<file path="config.mk">
export PLATFORM = sky130hd
export DESIGN_NAME = apb_rr_master
export DESIGN_NICKNAME = d
export VERILOG_FILES = /design/src/rtl/apb_rr_pkg.sv /design/src/rtl/apb_rr_master_rr_arbiter.sv /design/src/rtl/apb_rr_master.sv
export SDC_FILE = /design/constraint.sdc
export NUM_CORES = 1
export LEC_CHECK = 0
export ABC_CLOCK_PERIOD_IN_PS = 1410
export CELL_PAD_IN_SITES_DETAIL_PLACEMENT = 1
export CELL_PAD_IN_SITES_GLOBAL_PLACEMENT = 1
export CORE_UTILIZATION = 22
export DETAILED_ROUTE_END_ITERATION = 16
export PLACE_DENSITY_LB_ADDON = 0.12
export RECOVER_POWER = 50
export SLEW_MARGIN = 20
export SYNTH_ARGS = -nofsm -noshare
export SYNTH_HDL_FRONTEND = slang
export SYNTH_SLANG_ARGS = --single-unit
</file>
<file path="constraint.sdc">
create_clock -name pclk -period 1.41 [get_ports pclk]
set_input_delay 0.282 -clock pclk [delete_from_list [all_inputs] [get_ports pclk]]
set_output_delay 0.282 -clock pclk [all_outputs]
set_load 0.01 [all_outputs]
</file>
<file path="src/rtl/apb_rr_pkg.sv">
// ----------------------------------------------------------------------------
// apb_rr_pkg
//   Shared types and default widths for the round-robin APB master.
//   - apb_rr_state_t : bus sequencer state (IDLE -> SETUP -> ACCESS -> IDLE)
//   - DEF_*          : default parameter values used by apb_rr_master
// ----------------------------------------------------------------------------
package apb_rr_pkg;

  typedef enum logic [1:0] {
    ST_IDLE   = 2'd0,
    ST_SETUP  = 2'd1,
    ST_ACCESS = 2'd2
  } apb_rr_state_t;

  localparam int unsigned DEF_N_REQ          = 2;
  localparam int unsigned DEF_ADDR_W         = 32;
  localparam int unsigned DEF_DATA_W         = 32;
  localparam int unsigned DEF_TIMEOUT_CYCLES = 16;

endpackage

</file>
<file path="src/rtl/apb_rr_master_rr_arbiter.sv">
// ----------------------------------------------------------------------------
// rr_arbiter
//   Purely combinational round-robin pick. Scans requesters starting at
//   last_grant+1 and wrapping modulo N_REQ; the first asserted request wins.
// Ports
//   req        in   N_REQ            request vector
//   last_grant in   $clog2(N_REQ)    index of the most recently served requester
//   grant      out  N_REQ            one-hot winner (all zero when no request)
//   grant_idx  out  $clog2(N_REQ)    binary index of the winner
//   grant_any  out  1                at least one request present
// ----------------------------------------------------------------------------
module rr_arbiter #(
  parameter int unsigned N_REQ = 2
) (
  input  logic [N_REQ-1:0]         req,
  input  logic [$clog2(N_REQ)-1:0] last_grant,
  output logic [N_REQ-1:0]         grant,
  output logic [$clog2(N_REQ)-1:0] grant_idx,
  output logic                     grant_any
);

  localparam int unsigned IDX_W = $clog2(N_REQ);

  always_comb begin : arb
    int unsigned cand;
    cand      = 0;
    grant     = '0;
    grant_idx = '0;
    grant_any = 1'b0;
    // Offset 1 first so the last winner has the lowest priority this round.
    for (int unsigned off = 1; off <= N_REQ; off++) begin
      cand = (32'(last_grant) + off) % N_REQ;
      if (!grant_any && req[IDX_W'(cand)]) begin
        grant_any              = 1'b1;
        grant_idx              = IDX_W'(cand);
        grant[IDX_W'(cand)]    = 1'b1;
      end
    end
  end

endmodule

</file>
<file path="src/rtl/apb_rr_master.sv">
// ----------------------------------------------------------------------------
// apb_rr_master
//   Round-robin APB master: shares one APB slave between N_REQ requesters
//   with simple valid/ready request and one-cycle response channels.
//   Sequences SETUP -> ACCESS and returns prdata/pslverr to the winner.
//   All outputs are registered.
// Configuration macro
//   APB_RR_TIMEOUT_EN : when defined, an ACCESS phase that sees no pready for
//                       TIMEOUT_CYCLES cycles is aborted with rsp_err=1.
// Ports
//   pclk, presetn         clock / synchronous active-low reset
//   req_valid/req_write   per-requester request and direction
//   req_addr/req_wdata    packed payloads, requester i at [i*W +: W]
//   req_ready             one-cycle one-hot accept pulse
//   rsp_valid             one-cycle one-hot completion pulse
//   rsp_rdata/rsp_err     response data (0 for writes/errors) and error flag
//   psel/penable/pwrite/paddr/pwdata   APB request side
//   pready/pslverr/prdata              APB response side
// ----------------------------------------------------------------------------
module apb_rr_master
  import apb_rr_pkg::*;
#(
  parameter int unsigned N_REQ          = DEF_N_REQ,
  parameter int unsigned ADDR_W         = DEF_ADDR_W,
  parameter int unsigned DATA_W         = DEF_DATA_W,
  parameter int unsigned TIMEOUT_CYCLES = DEF_TIMEOUT_CYCLES
) (
  input  logic                      pclk,
  input  logic                      presetn,
  input  logic [N_REQ-1:0]          req_valid,
  input  logic [N_REQ-1:0]          req_write,
  input  logic [N_REQ*ADDR_W-1:0]   req_addr,
  input  logic [N_REQ*DATA_W-1:0]   req_wdata,
  output logic [N_REQ-1:0]          req_ready,
  output logic [N_REQ-1:0]          rsp_valid,
  output logic [DATA_W-1:0]         rsp_rdata,
  output logic                      rsp_err,
  output logic                      psel,
  output logic                      penable,
  output logic                      pwrite,
  output logic [ADDR_W-1:0]         paddr,
  output logic [DATA_W-1:0]         pwdata,
  input  logic                      pready,
  input  logic                      pslverr,
  input  logic [DATA_W-1:0]         prdata
);

  localparam int unsigned IDX_W = $clog2(N_REQ);

  if (N_REQ < 2 || TIMEOUT_CYCLES < 1) begin : g_param_check
    $error("apb_rr_master: N_REQ must be >= 2 and TIMEOUT_CYCLES >= 1");
  end

  // Read data is only meaningful for a successful read.
  function automatic logic [DATA_W-1:0] mask_rdata(input logic wr,
                                                   input logic err,
                                                   input logic [DATA_W-1:0] d);
    return (!wr && !err) ? d : '0;
  endfunction

  apb_rr_state_t     state;
  logic [IDX_W-1:0]  last_grant;
  logic [IDX_W-1:0]  cur_idx;

  logic [N_REQ-1:0]  arb_grant;
  logic [IDX_W-1:0]  arb_idx;
  logic              arb_any;

  rr_arbiter #(
    .N_REQ (N_REQ)
  ) u_arb (
    .req        (req_valid),
    .last_grant (last_grant),
    .grant      (arb_grant),
    .grant_idx  (arb_idx),
    .grant_any  (arb_any)
  );

`ifdef APB_RR_TIMEOUT_EN
  localparam int unsigned TMO_W = $clog2(TIMEOUT_CYCLES + 1);
  logic [TMO_W-1:0] tmo_cnt;
  logic             tmo_hit;
  // The stalled edge that would bring the count to TIMEOUT_CYCLES is the
  // abort edge, so ACCESS lasts exactly TIMEOUT_CYCLES cycles without pready.
  assign tmo_hit = (tmo_cnt == TMO_W'(TIMEOUT_CYCLES - 1));
`endif

  always_ff @(posedge pclk) begin
    if (!presetn) begin
      state      <= ST_IDLE;
      last_grant <= IDX_W'(N_REQ - 1);
      cur_idx    <= '0;
      req_ready  <= '0;
      rsp_valid  <= '0;
      rsp_rdata  <= '0;
      rsp_err    <= 1'b0;
      psel       <= 1'b0;
      penable    <= 1'b0;
      pwrite     <= 1'b0;
      paddr      <= '0;
      pwdata     <= '0;
`ifdef APB_RR_TIMEOUT_EN
      tmo_cnt    <= '0;
`endif
    end else begin
      req_ready <= '0;
      rsp_valid <= '0;
      rsp_rdata <= '0;
      rsp_err   <= 1'b0;
      case (state)
        // IDLE: arbitrate and latch the winner's payload
        ST_IDLE: begin
          if (arb_any) begin
            req_ready <= arb_grant;
            cur_idx   <= arb_idx;
            pwrite    <= req_write[arb_idx];
            paddr     <= req_addr[arb_idx*ADDR_W +: ADDR_W];
            pwdata    <= req_wdata[arb_idx*DATA_W +: DATA_W];
            psel      <= 1'b1;
            penable   <= 1'b0;
            state     <= ST_SETUP;
          end
        end
        // SETUP: single cycle, then raise penable
        ST_SETUP: begin
          penable <= 1'b1;
          state   <= ST_ACCESS;
`ifdef APB_RR_TIMEOUT_EN
          tmo_cnt <= '0;
`endif
        end
        // ACCESS: hold the bus until pready (or timeout abort)
        ST_ACCESS: begin
          if (pready) begin
            psel       <= 1'b0;
            penable    <= 1'b0;
            rsp_valid  <= N_REQ'(1) << cur_idx;
            rsp_err    <= pslverr;
            rsp_rdata  <= mask_rdata(pwrite, pslverr, prdata);
            last_grant <= cur_idx;
            state      <= ST_IDLE;
          end
`ifdef APB_RR_TIMEOUT_EN
          else if (tmo_hit) begin
            psel       <= 1'b0;
            penable    <= 1'b0;
            rsp_valid  <= N_REQ'(1) << cur_idx;
            rsp_err    <= 1'b1;
            rsp_rdata  <= '0;
            last_grant <= cur_idx;
            state      <= ST_IDLE;
          end else begin
            tmo_cnt <= tmo_cnt + 1'b1;
          end
`endif
        end
        default: state <= ST_IDLE;
      endcase
    end
  end

endmodule

</file>
**After elaboration in Yosys (flattened, before gate mapping)**

Cells that the tools add are included.

- Register bits after elaboration: 108
- Output and inout port bits: 104
- Word-level logic and storage cells: 69

- $add $sub $neg: 2
- Magnitude comparators: 5
- Eq/ne operators: 4
- Shift-type cells: 3
- Multiplexer cells: 24
- Bitwise logic cells: 1
- Reduce and logical (&&, ||, !) cells: 18

Operators with widths:

| operator | number |
|---|---|
| variable part select 64 x 7 -> 32 bit | 2 |
| two-way mux 1 bit | 15 |
| AND reduction 3 bit | 4 |
| two-way mux 2 bit | 4 |
| less-than comparator 1 x 2 -> 1 bit, second input constant | 3 |
| one-hot mux 2 bit (3 select lines) | 1 |
| AND reduction 2 bit | 3 |
| logical AND 1 bit | 4 |
| inequality test 2 bit, second input constant | 2 |
| AND reduction 4 bit | 1 |
| zero test 1 bit | 3 |
| one-hot mux 1 bit (3 select lines) | 1 |
| nonzero test 3 bit | 1 |
| adder 1 bit, second input constant | 2 |
| demux 1 bit (select 1 bit) | 2 |
| equality test 2 x 1 -> 1 bit, second input constant | 1 |
| equality test 2 bit, second input constant | 1 |
| >= comparator 1 bit, second input constant | 2 |
| zero test 2 bit | 1 |
| OR 2 bit | 1 |
| one-hot mux 1 bit (2 select lines) | 1 |
| nonzero test 2 bit | 1 |
| << shifter 1 x 1 -> 2 bit, first input constant | 1 |

**Logic depth before layout (Yosys ltp)**

- Depth in word-level cells: 9
- Mapped depth: 8

**Modules after synthesis**

From an unflattened synthesis, not the netlist that was laid out.

- Cell total of the unflattened synthesis: 417
- Area, all modules: 4,471.8 um^2

By module, submodules not included:

| module | instances | cells an instance | area an instance (um^2) | seq. area each (um^2) |
|---|---|---|---|---|
| apb_rr_master | 1 | 412 | 4,439.3 | 2,162.1 |
| rr_arbiter | 1 | 5 | 32.5 | 0.0 |

**Least setup slack after synthesis**

OpenSTA, ideal clock, no wires.

- Path type: reg-to-reg
- From: register state[0]
- To: register pwdata[4]
- Setup time: 70 ps
- Arrival: 1,358 ps
- Slack: -17 ps
- Stages on the path, launching flop included: 9
- Buffers on the path: 3
- Period minus slack after synthesis: 1,427 ps
- Cells stage by stage: dfxtp_1 > inv_1 > ha_1 > buf_2 > o21ai_1 > buf_2 > buf_2 > a21oi_1 > a21oi_1

- Cells in the longest elaborated chain, start to end: 2

Ends and longest elaborated chain:

| what | RTL line | text |
|---|---|---|
| start: declaration | apb_rr_master.sv:61 | `apb_rr_state_t state;` |
| start signal: assignment | apb_rr_master.sv:90 | `state <= ST_IDLE;` |
| start signal: assignment | apb_rr_master.sv:121 | `state <= ST_SETUP;` |
| start signal: assignment | apb_rr_master.sv:127 | `state <= ST_ACCESS;` |
| zero test 2 bit | apb_rr_master.sv:110 | `case (state)` |
| AND reduction 2 bit (no line) | -- |  |
| end signal: assignment | apb_rr_master.sv:118 | `pwdata <= req_wdata[arb_idx*DATA_W +: DATA_W];` |
| end: declaration | apb_rr_master.sv:42 | `output logic [DATA_W-1:0] pwdata,` |

No other way between the ends.
A chain may end at the register's enable or synchronous reset.

**Final worst setup path**

- From: register state[0]
- To: register pwdata[27]

The elaborated chain is that of the path after synthesis.

==> out/results.txt <==
Detailed placement finished with a half-perimeter wire length of 12.1 mm. The logs give 49 for the number of standard-cell rows in the floorplan and 1.71 ns for the arrival time of the worst setup path. The critical path is of the reg2reg type. The net count of the finished layout is 931. The run gives -0.06 ns as the flop-to-flop setup slack. The average size of a mapped cell came out at 8.41 µm². The final reports fail on setup timing. For the initial antenna violation count, the log shows 0. The worst pin sits at a relative slew slack of 65.3%. Data on the critical path is required at its endpoint by 1.65 ns.

Global routing consumed, over all layers together, 18.0% of the routing resources. The net switching power was 2.73 mW; the global route total overflow was 0. The share of total power in combinational logic was 30.8%; the overall power consumption was 8.94 mW.

TritonCTS built the clock tree. The filler cells instantiated in the layout total 2083. The final cycle utilization of the critical path works out to 104%.

Setup repair after global routing could not meet its margin everywhere. The tool flagged a number of max-cap violations equal to 0. For this run, the top clock speed supported by timing is 0.682 GHz. The logs give 22.4% for the starting utilization of the core area and 39.8% for the proportion of power drawn by flip-flops and latches. Post-synthesis sequential element count: 108. From bottom edge to top edge, the die measures 138 µm. The run gives 0.00934 ns as the setup clock skew after layout.

The worst-case IR drop observed on VDD is 0.658 mV. The worst hold path belongs to the class in2reg. For this run, the number of Yosys warnings is 0.

After synthesis, the netlist uses 27 different library cells. In this run the remaining antenna-violating nets after routing total 0. Input and output buffers added on the ports amount to 271. In this run, the number of DRC markers left after iteration 0 of detailed routing was 77.

The run gives 0.00405 mm² as the mapped cell area. The die extent in x was 138 µm; the measured slew at the worst slew-check pin was 0.521 ns. After detailed routing, the number of vias per cell comes to 4.61.

The wire length of the first global-routing pass is 25.6 mm, and the hold buffer count at cts is 0. The H-tree depth reported by CTS is 3, and the final period demand of the worst path is 1.47 ns. The share of the Yosys chip area taken by registers is 53.4%. For the diode insertion count for antenna repair, the log shows 0. In the routed design, unresolved DRC markers number 0.

For this design, the slowest cell found on the critical path is dfxtp_2. Power spread over the standard cell area amounts to 1150 mW/mm². The tools report the kind of start point of the critical path as a register. The maximum clock insertion buffer count is 2, and the number of failing setup endpoints in the final timing report is 49.

The max-slew violation count was 0. Walking the worst path, the cells encountered are inv_4 -> buf_12 -> ha_4 -> o21a_4 -> buf_12 -> clkbuf_16 -> o21ai_1 -> a21oi_1. The final route contains 4582 vias. For the hold violation count in the final report, the log shows 0.

The run gives 6.21 mW as the internal power component. In this run the worst path has a maximum fanout of 8. The proportion of layout cells with a drive suffix above 1 was 11.8%.

Core region area: 0.0180 mm². The clock latency on the worst-skew pair was 0.35 ns. In this run the static leakage power is 3.50 nW. The post-route worst setup slack is -0.0568 ns. Cell seen most often among critical-path stages: buf_12. Boundary pin count: 272.

The number of standard cells after synthesis came out at 481. The run finished, with violations left. The die covers 0.0189 mm². The wire length after detailed routing is 18.7 mm, and the switching part of the total power is 30.6%. The maximum number of pins on one net before global-route repair came out at 48. The worst setup path is captured at a register. Summing all placed instances gives a cell area of 0.00713 mm².

Delay of the slowest cell on the worst path: 0.36 ns. The logs give 9 for the number of buffers created by CTS and -0.999 ns for the total negative setup slack. The number of nets in the synthesized netlist is 652.

Dividing the detail-routed wire length by the instance count gives 18.8 µm. The via count of the first global-routing pass came out at 4751. The first TritonRoute pass finished after 4 iterations. The cell sitting at the root of the clock tree is a clkbuf_16. The clock net in this run drives a total of 108 sinks. The congestion estimate from routability-driven global placement came to 0.742. The run gives 0.00777 mm² as the final instance area. After clock tree synthesis, the clock-pin slew on the worst setup and hold paths is 0.07 ns. The power share of the clock group is 29.5%. The growth of design area from synthesis to finish came out at 92.1%.
[state kept, by name (all words and copies together), names as in the netlist]
register and cells:
cur_idx 1, last_grant 1, paddr 32, penable 1, psel 1, pwdata 32
pwrite 1, req_ready 2, rsp_err 1, rsp_rdata 32, rsp_valid 2, state 2
[through the flow]
stage / setup WS [ns] / utilization [%] / hold WS (ns) / std cells
global route: -0.129 / 43.1 / 0.348 / 994
finish: -0.0568 / 43.1 / 0.335 / 994
CTS: -0.0660 / 41.5 / 0.326 / 984
floorplan: 0.00413 / - / 0.374 / 481
detailed placement: -0.395 / 39.5 / 0.455 / 962
global placement: -0.350 / 39.5 / 0.441 / 962
[cell families after synthesis]
logic type,Yosys count,synth area share [%]
muxes,2,0.495
AOI/OAI and AO/OA,209,26.7
adders and majority gates,3,0.928
DFF,108,53.4
buffers and inverters,45,5.53
and+or+nand+nor,114,13.0
[final cells by class]
type                    instances  area (µm²)  area share, %
flip-flops and latches        108        2160           27.8
multi-input cells             328        1840           23.7
clock buffers                   9         225           2.90
inverters                       5        21.3          0.274
repair buffers                308        3160           40.6
well taps                     229         287           3.69
clock inverters                 7        76.3          0.982
[cell usage in the layout, fill, tap and decap left out, types with 2 or more instances in the layout]
cell type	synthesis	layout
dlygate4sd2_1	0	104
a21oi_2	0	4
inv_1	5	4
dfxtp_1	108	106
buf_12	0	10
o21ai_2	0	14
a21oi_1	132	127
clkdlybuf4s50_1	0	165
clkinv_4	0	2
nand2_1	71	71
buf_4	2	15
o21ai_4	0	3
clkbuf_16	0	15
ha_4	0	2
mux2i_1	2	2
o21ai_1	10	44
dfxtp_2	0	2
clkinvlp_4	0	2
nor2b_1	2	2
nor2_1	5	5
buf_6	3	3
buf_16	0	2
o21ai_0	58	7
and2_1	32	31
[critical path, delay by kind of cell (launching register included)]
kind	cells	cell delay (ns)
AO/OA/AOI/OAI	3	0.33
adder cells (fa/ha/maj)	1	0.17
buffers and inverters	4	0.48
flip-flops	1	0.36
[power groups by stage]
stage          sequential, mW  clock, mW  combinational, mW
2_1_floorplan            3.72          0              0.791
3_3_place_gp             3.58          0               2.38
3_5_place_dp             3.60          0               2.43
4_1_cts                  3.53       2.73               2.41
5_1_grt                  3.60       2.86               2.97
6_report                 3.56       2.63               2.75
[cell usage after synthesis]
master	instances	area share, %
a21bo_2	1	0.25
o21ai_1	10	1.2
a21oi_1	132	16
o211ai_1	1	0.19
o21ai_0	58	7.2
clkbuf_1	15	1.4
o311ai_0	1	0.22
inv_1	5	0.46
dfxtp_1	108	53
buf_2	20	2.5
a21boi_2	1	0.28
o211a_1	1	0.25
o21a_1	1	0.19
nor2_1	5	0.46
buf_4	2	0.37
a21boi_0	1	0.19
and3_1	1	0.15
nor2b_1	2	0.31
and2_1	32	4.9
ha_1	3	0.93
nand2_1	71	6.6
nor3_2	1	0.25
a22oi_1	1	0.19
buf_6	3	0.83
mux2i_1	2	0.49
nand3_1	2	0.25
a211oi_1	1	0.19
[path summary, 6_finish.rpt]
check,from,end,cells past startpoint
worst max-delay path,state[0],pwdata[27],8
worst min-delay path,presetn,rsp_err,4
worst max register to register,state[0],pwdata[27],8
worst min register to register,penable,penable,2
[repair_timing]
| item | CTS | global route |
|---|---|---|
| setup buffers | 3 | 3 |
| endpoints found under the setup margin | 195 | 102 |
| pin swaps | 3 | 7 |
| cloned | 3 | 8 |
| resized for setup | 139 | 61 |
[per-layer routing]
| metal | global-route usage (%) | wire length (µm) | part of all wire (%) |
|---|---|---|---|
| met1 | 19.7 | 7200 | 39 |
| met2 | 30.1 | 9160 | 49 |
| met3 | 7.91 | 1970 | 11 |
| met4 | 7.45 | 363 | 1.9 |
| met5 | 0 | 0 | 0 |
No activity file was read; power rests on OpenSTA's default activity.
==> patch 1: new RTL, config.mk and constraints unchanged <==
Set the package constant `DEF_ADDR_W` to 16 (it was 32).
--- a/src/rtl/apb_rr_pkg.sv
+++ b/src/rtl/apb_rr_pkg.sv
@@ -15,3 +15,3 @@
   localparam int unsigned DEF_N_REQ          = 2;
-  localparam int unsigned DEF_ADDR_W         = 32;
+  localparam int unsigned DEF_ADDR_W         = 16;
   localparam int unsigned DEF_DATA_W         = 32;
Ports: changed (resized paddr and req_addr); port bits go from 272 to 224. The function was not compared with the original's and may differ.
==> patch 1 against the original RTL <==
- critical endpoint is now rsp_rdata[23]$_SDFF_PN0_
- critical path type unchanged
- final area down 15%
- sequential power down 17%
- routed wire length down 22%
- core utilization about the same
- die area down 13%
- area after synthesis down 14%
- count of clock-buffer cells in the layout up 1
- global-route usage down 0.62 points
- power down 15%
- worst setup slack better by 82 ps
- sequential cell count down 16
==> patch 1: results (changes against the original RTL) <==
| Metric | Value |
|---|---|
| Number of global-route vias before repair | `3,986 (was 4,751)` |
| Synthesized Nets | `532 (was 652)` |
| Placer congestion estimate | `0.7303 (was 0.7420)` |
| Worst reg2reg endpoint | `rsp_rdata[23]$_SDFF_PN0_ (was pwdata[27]$_SDFFE_PN0P_)` |
| Seq power | `0.00297 W (was 0.00356 W)` |
| Status | `complete, no violations (was finished with violations)` |
| Worst hold margin | `387.3 ps (was 334.8 ps)` |
| Metal3 WL | `852 µm (was 1971 µm)` |
| Reg-to-reg setup timing slack | `20 ps (was -60 ps)` |
| Via/cell ratio | `4.366 (was 4.610)` |
| Worst Hold End | `last_grant$_SDFFE_PN1P_ (was rsp_err$_SDFF_PN0_)` |
| Leakage Power | `2.969 nW (was 3.499 nW)` |
| Ratio of cells with drive above 1 in the final layout | `14.89% (was 11.76%)` |
| Slowest Stage Delay on Critical Path | `330 ps (was 360 ps)` |
| Clock Skews | `11.27 ps (was 9.343 ps)` |
| Post-synth top cells | `dfxtp_1, a21oi_1, nand2_1 (was a21oi_1, dfxtp_1, nand2_1)` |
| GR Util met3 | `4.341% (was 7.910%)` |
| Tot GR Track Use | `17.34% (was 17.96%)` |
| Worst-margin pin slew | `509.3 ps (was 520.7 ps)` |
| Dpl cell area | `0.006032 mm² (was 0.007126 mm²)` |
| Met2 usage | `31.33% (was 30.07%)` |
| RR Startpoint | `state[1]$_SDFFE_PN0P_ (was state[0]$_SDFFE_PN0P_)` |
| Comb power frac | `26.7% (was 30.8%)` |
| Non-filler cells, final | `849 (was 994)` |
| Starting DRT DRC Count | `126 (was 77)` |
| Port buffer count | `223 (was 271)` |
| Dpl hpwl | `9616 µm (was 12,140 µm)` |
| Biggest regs | `pwdata (32), rsp_rdata (32), paddr (16) (was paddr (32), pwdata (32), rsp_rdata (32))` |
| WL met1 | `5974 µm (was 7199 µm)` |
patch 1: area by class of cell:
cell class / instances / area share (%)
clock buffer: 10 / 3.603
clock inverter: 6 / 1.188
inverter: 5 / 0.3207
multi-input combinational: 266 / 23.64
sequential: 92 / 27.81
tap: 211 / 3.980
timing repair buffer: 259 / 39.46
patch 1: cells by family (layout without fill, tap and decap cells):
kind of cell	Yosys count	count (layout)	synth area share, %
AOI/OAI and AO/OA	161	163	25.49
and+or+nand+nor	98	98	13.28
DFF	92	92	52.70
buffers and inverters	37	280	6.875
adders and majority gates	3	3	1.074
muxes	2	2	0.5729
patch 1: timing repair:
| action | 4_1_cts | 5_1_grt |
|---|---|---|
| endpoints found under the setup margin | 172 | 66 |
| buffers inserted | 6 | 4 |
| pin swaps | 2 | 7 |
| gates cloned | 5 | 1 |
| resized for setup | 107 | 25 |
==> patch 2: new RTL, config.mk and constraints unchanged <==
Made on the original files. Make the reset (`presetn`) asynchronous in one clocked block. Comments in the files are not updated.
--- a/src/rtl/apb_rr_master.sv
+++ b/src/rtl/apb_rr_master.sv
@@ -87,3 +87,3 @@
 
-  always_ff @(posedge pclk) begin
+  always_ff @(posedge pclk or negedge presetn) begin
     if (!presetn) begin
Behaviour: differs if presetn is asserted again (counterexample within 4 cycles, from zero or initial values and one cycle with presetn low); with presetn held inactive, the same outputs for 4 cycles.
==> patch 2 against the original RTL <==
- the run still ends with setup timing left
- synthesized cell count decreased by 3.7%
- worst setup slack lost 51 ps
- sequential share of layout area is 5.1 points higher
- final area increased by 5.6%
- area after synthesis rose by 9.3%
- sequential cell count did not move
- routed wire length increased by 0.50%
- final cell count increased by 2.8%
Power is not compared: it rests on default switching activity, and its combinational part moved more than twofold at a synthesized area within 25%.
==> patch 2: results (changes against the original RTL) <==
| Metric | Value |
|---|---|
| Status | `finished with violations (unchanged)` |
| Failing checks | `setup timing (unchanged)` |
| GR Util met3 | `6.265% (was 7.910%)` |
| Crit path DAT | `1750 ps (was 1710 ps)` |
| Final Worst Setup Slack | `-107.8 ps (was -56.79 ps)` |
| Hold path startpoint | `cur_idx$_DFFE_PN0P_ (was presetn)` |
| Footprint of the multi-input gates | `0.001767 mm² (was 0.001844 mm²)` |
| Tot GR Track Use | `17.13% (was 17.96%)` |
| Via/cell ratio | `4.386 (was 4.610)` |
| Met2 usage | `29.46% (was 30.07%)` |
| Met1 usage | `19.73% (was 19.69%)` |
| Dpl ws | `-344.4 ps (was -395.3 ps)` |
| Hold depth | `1 (was 4)` |
| Post-synth top cells | `a21oi_1, dfrtp_1, nor2_1 (was a21oi_1, dfxtp_1, nand2_1)` |
| Post-synthesis adder-cell area fraction | `0.8484% (was 0.9276%)` |
| Number of global-route vias before repair | `4,792 (was 4,751)` |
| Final wirelength | `18,780 µm (was 18,690 µm)` |
| Worst Hold End | `rsp_valid[0]$_DFF_PN0_ (was rsp_err$_SDFF_PN0_)` |
| Dpl cell area | `0.007667 mm² (was 0.007126 mm²)` |
| Crit path from | `state[1]$_DFFE_PN0P_ (was state[0]$_SDFFE_PN0P_)` |
| Reg2reg path depth | `7 (was 8)` |
| Yosys cell types | `24 (was 27)` |
| # setup viols final | `63 (was 49)` |
| Placed cells | `995 (was 962)` |
| Mux contribution to synthesized area | `0.5090% (was 0.4947%)` |
| CP max FO | `13 (was 8)` |
| Placer congestion estimate | `0.7468 (was 0.7420)` |
| Clock Skews | `9.179 ps (was 9.343 ps)` |
| # hold bufs at CTS | `1 (was 0)` |
| Die Width | `143.8 µm (was 137.6 µm)` |
[patch 2: cell types whose count changed after synthesis, sizes merged, moves of 4 or more]
cell    change
o21ai      -65
clkbuf      -6
dfxtp     -108
nor2       +64
dfrtp     +107
nand2       -4
[patch 2: report_power, final]
| group | leakage [nW] | total [W] | switching (W) | internal (W) |
|---|---|---|---|---|
| Combinational | 2.27 | 0.00702 | 0.00367 | 0.00335 |
| Clock | 0.147 | 0.00261 | 0.00135 | 0.00126 |
| Sequential | 1.31 | 0.00480 | 0.000605 | 0.00420 |
[patch 2: critical path, cell delays in order (launching register included)]
cell and delay (ps):
dfrtp_1 420, inv_2 100, ha_4 180, buf_6 110
o21ai_4 120, buf_8 200, a21oi_1 170, a21oi_1 100
[patch 2: kinds of logic (layout without fill, tap and decap cells)]
kind of cell    count (synthesis)  after routing
compound gates                140            140
mux                             2              2
simple gates                  175            175
buf+inv                        35            329
fa+ha+maj                       3              3
flops                         108            108
